===== src/rtl/wb_csr_bridge_pkg.sv =====
// rtl/wb_csr_bridge_pkg.sv - CSR bus widths and bridge FSM state encodings
`timescale 1ns/1ps
package wb_csr_bridge_pkg;

    localparam int CSR_AW = 14;
    localparam int CSR_DW = 32;

    localparam logic [2:0] ST_IDLE      = 3'd0;
    localparam logic [2:0] ST_WRITE     = 3'd1;
    localparam logic [2:0] ST_READ_WAIT = 3'd2;
    localparam logic [2:0] ST_READ_CAP  = 3'd3;
    localparam logic [2:0] ST_ACK       = 3'd4;

endpackage


===== src/rtl/wb_csr_bridge.sv =====
// rtl/wb_csr_bridge.sv - Wishbone slave to CSR bus initiator bridge
`timescale 1ns/1ps
module wb_csr_bridge
    import wb_csr_bridge_pkg::*;
#(
    parameter int READ_WAIT = 1,
    parameter int ADDR_LSB  = 2
) (
    input  logic              sys_clk,
    input  logic              sys_rst,
    input  logic [31:0]       wb_adr_i,
    input  logic [31:0]       wb_dat_i,
    output logic [31:0]       wb_dat_o,
    input  logic              wb_cyc_i,
    input  logic              wb_stb_i,
    input  logic              wb_we_i,
    output logic              wb_ack_o,
    output logic [CSR_AW-1:0] csr_a,
    output logic              csr_we,
    output logic [CSR_DW-1:0] csr_do,
    input  logic [CSR_DW-1:0] csr_di
);

    localparam int CNT_W = (READ_WAIT > 1) ? $clog2(READ_WAIT) : 1;

    logic [2:0]       r_state;
    logic [CNT_W-1:0] r_cnt;
    logic             w_req;
    logic             w_unused_adr;

    assign w_req        = wb_cyc_i & wb_stb_i;
    assign w_unused_adr = ^wb_adr_i;

    always_ff @(posedge sys_clk or posedge sys_rst) begin
        if (sys_rst) begin
            r_state  <= ST_IDLE;
            r_cnt    <= '0;
            wb_ack_o <= 1'b0;
            wb_dat_o <= '0;
            csr_a    <= '0;
            csr_we   <= 1'b0;
            csr_do   <= '0;
        end else begin
            case (r_state)
                ST_IDLE: begin
                    if (w_req) begin
                        csr_a  <= wb_adr_i[ADDR_LSB +: CSR_AW];
                        csr_do <= wb_dat_i;
                        csr_we <= wb_we_i;
                        r_cnt  <= CNT_W'(READ_WAIT - 1);
                        r_state <= wb_we_i ? ST_WRITE : ST_READ_WAIT;
                    end
                end
                // The write strobe is already on the bus; a master abort only suppresses the ack.
                ST_WRITE: begin
                    csr_we <= 1'b0;
                    if (wb_cyc_i) begin
                        wb_ack_o <= 1'b1;
                        r_state  <= ST_ACK;
                    end else begin
                        r_state <= ST_IDLE;
                    end
                end
                ST_READ_WAIT: begin
                    if (!wb_cyc_i) begin
                        r_state <= ST_IDLE;
                    end else if (r_cnt == '0) begin
                        r_state <= ST_READ_CAP;
                    end else begin
                        r_cnt <= r_cnt - 1'b1;
                    end
                end
                ST_READ_CAP: begin
                    if (wb_cyc_i) begin
                        wb_dat_o <= csr_di;
                        wb_ack_o <= 1'b1;
                        r_state  <= ST_ACK;
                    end else begin
                        r_state <= ST_IDLE;
                    end
                end
                // Requests are ignored here so a held strobe is not acked twice.
                ST_ACK: begin
                    wb_ack_o <= 1'b0;
                    r_state  <= ST_IDLE;
                end
                default: begin
                    wb_ack_o <= 1'b0;
                    csr_we   <= 1'b0;
                    r_state  <= ST_IDLE;
                end
            endcase
        end
    end

endmodule


===== config.mk =====
export PLATFORM = sky130hd
export DESIGN_NAME = wb_csr_bridge
export DESIGN_NICKNAME = d
export VERILOG_FILES = /design/src/rtl/wb_csr_bridge_pkg.sv /design/src/rtl/wb_csr_bridge.sv
export SDC_FILE = /design/constraint.sdc
export NUM_CORES = 1
export LEC_CHECK = 0
export CORE_ASPECT_RATIO = 0.75
export CORE_UTILIZATION = 40
export CTS_BUF_LIST = sky130_fd_sc_hd__clkbuf_4 sky130_fd_sc_hd__clkbuf_8
export DETAILED_ROUTE_END_ITERATION = 12
export PLACE_DENSITY_LB_ADDON = 0.15
export SLEW_MARGIN = 20
export SYNTH_ARGS = -nofsm -noshare
export SYNTH_HDL_FRONTEND = slang
export SYNTH_SLANG_ARGS = --single-unit

===== constraint.sdc =====
create_clock -name sys_clk -period 3.97 [get_ports sys_clk]
set_clock_uncertainty 0.05 [all_clocks]
set_input_delay 1.191 -clock sys_clk [delete_from_list [all_inputs] [get_ports sys_clk]]
set_output_delay 1.191 -clock sys_clk [all_outputs]
set_load 0.03 [all_outputs]

==> flow_metrics.tcl <==
set metrics [dict create \
    status "completed" \
    grt_max_degree 47 \
    grt_pass1_wl_um 11300 \
    cts_buffers 9 \
    slew_violations 0 \
    ys_types 17 \
    setup_tns_ns 0 \
    routedWlPerCell_um 15.7 \
    grt_pass1_vias 2196 \
    tightest_slew_ns 0.793 \
    vias 2124 \
    crit_path_start_kind "input port" \
    drc 0 \
    clkPwrFrac 0.222 \
    yosysWarningCount 0 \
    fmax_mhz 350 \
    slew_headroom 0.471 \
    synth_top_cell_by_area "dfrtp_1" \
    drt_wl_total_um 7290 \
    die-area_mm2 0.00865 \
    synthFlopType "dfrtp_1" \
    p_int_mw 2.00 \
    path_cells "clkdlybuf4s50_1 > nand3b_1 > or3_2 > buf_4 > mux2_4" \
    peakVddDrop_mv 0.336 \
    comb_power_share 0.396 \
    clockRootBuffer "clkbuf_8" \
    die_w_um 107 \
    track_usage 0.175 \
    nets 455 \
    gp_congestion 0.707 \
    coreArea_mm2 0.00795 \
    firstDrtPassIters 4 \
    holdWs_ns 0.459 \
    path_max_fanout 46 \
    setup_viol 0 \
    syn_area_per_cell_um2 17.8 \
    slowest_delay_ns 0.53 \
    synth_common_cells "83 x dfrtp_1, 40 x mux2_4, 38 x mux2_2" \
    die_h_um 80.8 \
    drtIter0Drc 74 \
    cts_setup_buffers 0 \
    synth.cell_area_mm2 0.00331 \
    cts_sinks 83 \
    postCtsResizedCells 0 \
    total_power_mw 2.99 \
    synth_top_cells_by_area "dfrtp_1 63%, mux2_4 18%, mux2_2 13%" \
    path_class "input port to flop" \
    place_hpwl_um 5200 \
    setup_slack_ns 1.12 \
    yosysMostFrequentCell "dfrtp_1" \
    cp-end-kind "flop" \
    rows 28 \
    synth_top_area_share 0.627 \
    place_ws_ns 0.750 \
    crit_cells 5 \
    grt-ovfl-total 0 \
    hold_start "wb_dat_o[29]" \
    placed_cells 448 \
    fin_cells 464 \
    r2r_slack_ns 1.98 \
    r2r-start "r_state[2]" \
    synth_fp_nets 287 \
    final-hold-violation-count 0 \
    vias_per_cell 4.58 \
    path_clk_slew_ns 0.08 \
    port_buffers 162 \
    leakagePower_nw 2.38 \
    worstPathArrival_ns 3.03 \
    path_buf_inv 2 \
    antennaDiodeCount 0 \
    ctsLongestPathBuffers 2 \
    synthArstFlopShare 1.00 \
    ys_seq_elements 83 \
    power.density_mw_per_mm2 574 \
    htreeDepth 3 \
    initial_core_util 0.416 \
    seq_power_share 0.382 \
    crit_slowest_cell "clkdlybuf4s50_1" \
    r2r_end "csr_a[2]" \
    power_switching_uw 992 \
    synth_edf_count 0 \
    min_path_type "flop to flop" \
    finalCriticalPeriod_ns 2.85 \
    swShare 0.331 \
    required_ns 4.15 \
    cts_hold_buf 0 \
    reg2reg_depth 4 \
    antenna_found_initial 0 \
    area.growth.synth_to_final_pct 57.6 \
    path_delay_family "buffers and inverters" \
    netlist_instances 186 \
    cts_tree "done" \
    ant_nets 0 \
    clock_latency_ns 0.35 \
    rsz0062_at_grt "false" \
    drive_above_1_share 0.276 \
    whs_endpoint "wb_dat_o[29]" \
    fin_crit_sh 0.719 \
    min_delay_path_depth 1 \
    synth_seq_area_share 0.627 \
    io-pin-count 181 \
    cap_violations 0 \
]
how the worst max path moves through the flow:
stage | start | slack [ns] | end
after CTS | wb_cyc_i | 1.14 | csr_do[0]
final | wb_cyc_i | 1.12 | csr_a[2]
after global placement | wb_cyc_i | 0.75 | csr_do[16]
after floorplan | sys_rst | 0.59 | csr_a[0]
after detailed placement | wb_cyc_i | 0.75 | csr_do[15]
after global routing | wb_cyc_i | 1.08 | csr_a[3]
cells by family (layout without fill, tap and decap cells):
family | Yosys count | after routing | share of synthesized area
AO/OA/AOI/OAI | 5 | 5 | 0.00832
AND/OR/NAND/NOR | 10 | 10 | 0.0193
multiplexers | 78 | 78 | 0.311
flip-flops | 83 | 83 | 0.627
buffers and inverters | 10 | 183 | 0.0344
routing by layer:
metal | GRT usage | up-vias | routed length, µm
met2 | 0.262 | 80 | 3360
li1 | - | 986 | -
met1 | 0.230 | 1049 | 3240
met3 | 0.0690 | 9 | 588
met5 | 0 | - | 0
met4 | 0.0712 | 0 | 106
area by class of cell:
type                    count  area, µm²
repair buffers            165       1660
multi-input cells          93       1120
fillers                   611       2740
well taps                 105        131
clock buffers              10        131
inverters                   2       8.76
flip-flops and latches     83       2080
clock inverters             6       90.1
per-stage QoR:
stage | utilization | area, µm²
after detailed placement | 0.628 | 4990
after CTS | 0.656 | 5220
final | 0.656 | 5220
after global routing | 0.656 | 5220
after floorplan | - | 3310
after global placement | 0.628 | 4990
cell usage in the layout (no fill, tap or decap):
master	instances
buf_4	2
buf_12	1
and3b_1	1
nor3_1	2
a21oi_1	4
clkbuf_8	9
or3_2	1
dfrtp_1	83
mux2_4	40
clkbuf_4	1
inv_1	1
bufinv_16	2
o31ai_1	1
clkinvlp_4	1
mux2_2	38
and4b_1	1
clkinv_4	2
clkinv_2	2
nand2_1	1
nor2_1	1
nand3b_1	2
nand2b_1	1
clkdlybuf4s50_1	162
power by group through the flow:
stage               clock [mW]  sequential [mW]  combinational (mW)
finish                   0.666             1.14                1.19
global route             0.728             1.17                1.24
CTS                      0.694             1.15                1.20
detailed placement           0             1.16                1.20
global placement             0             1.15                1.19
floorplan                    0             1.55               0.279
sequential cells by signal (all words and copies together) (netlist names):
name,cells
csr_do,32
wb_dat_o,32
csr_a,14
r_state,3
csr_we,1
wb_ack_o,1
Power figures use the tool's default switching activity.
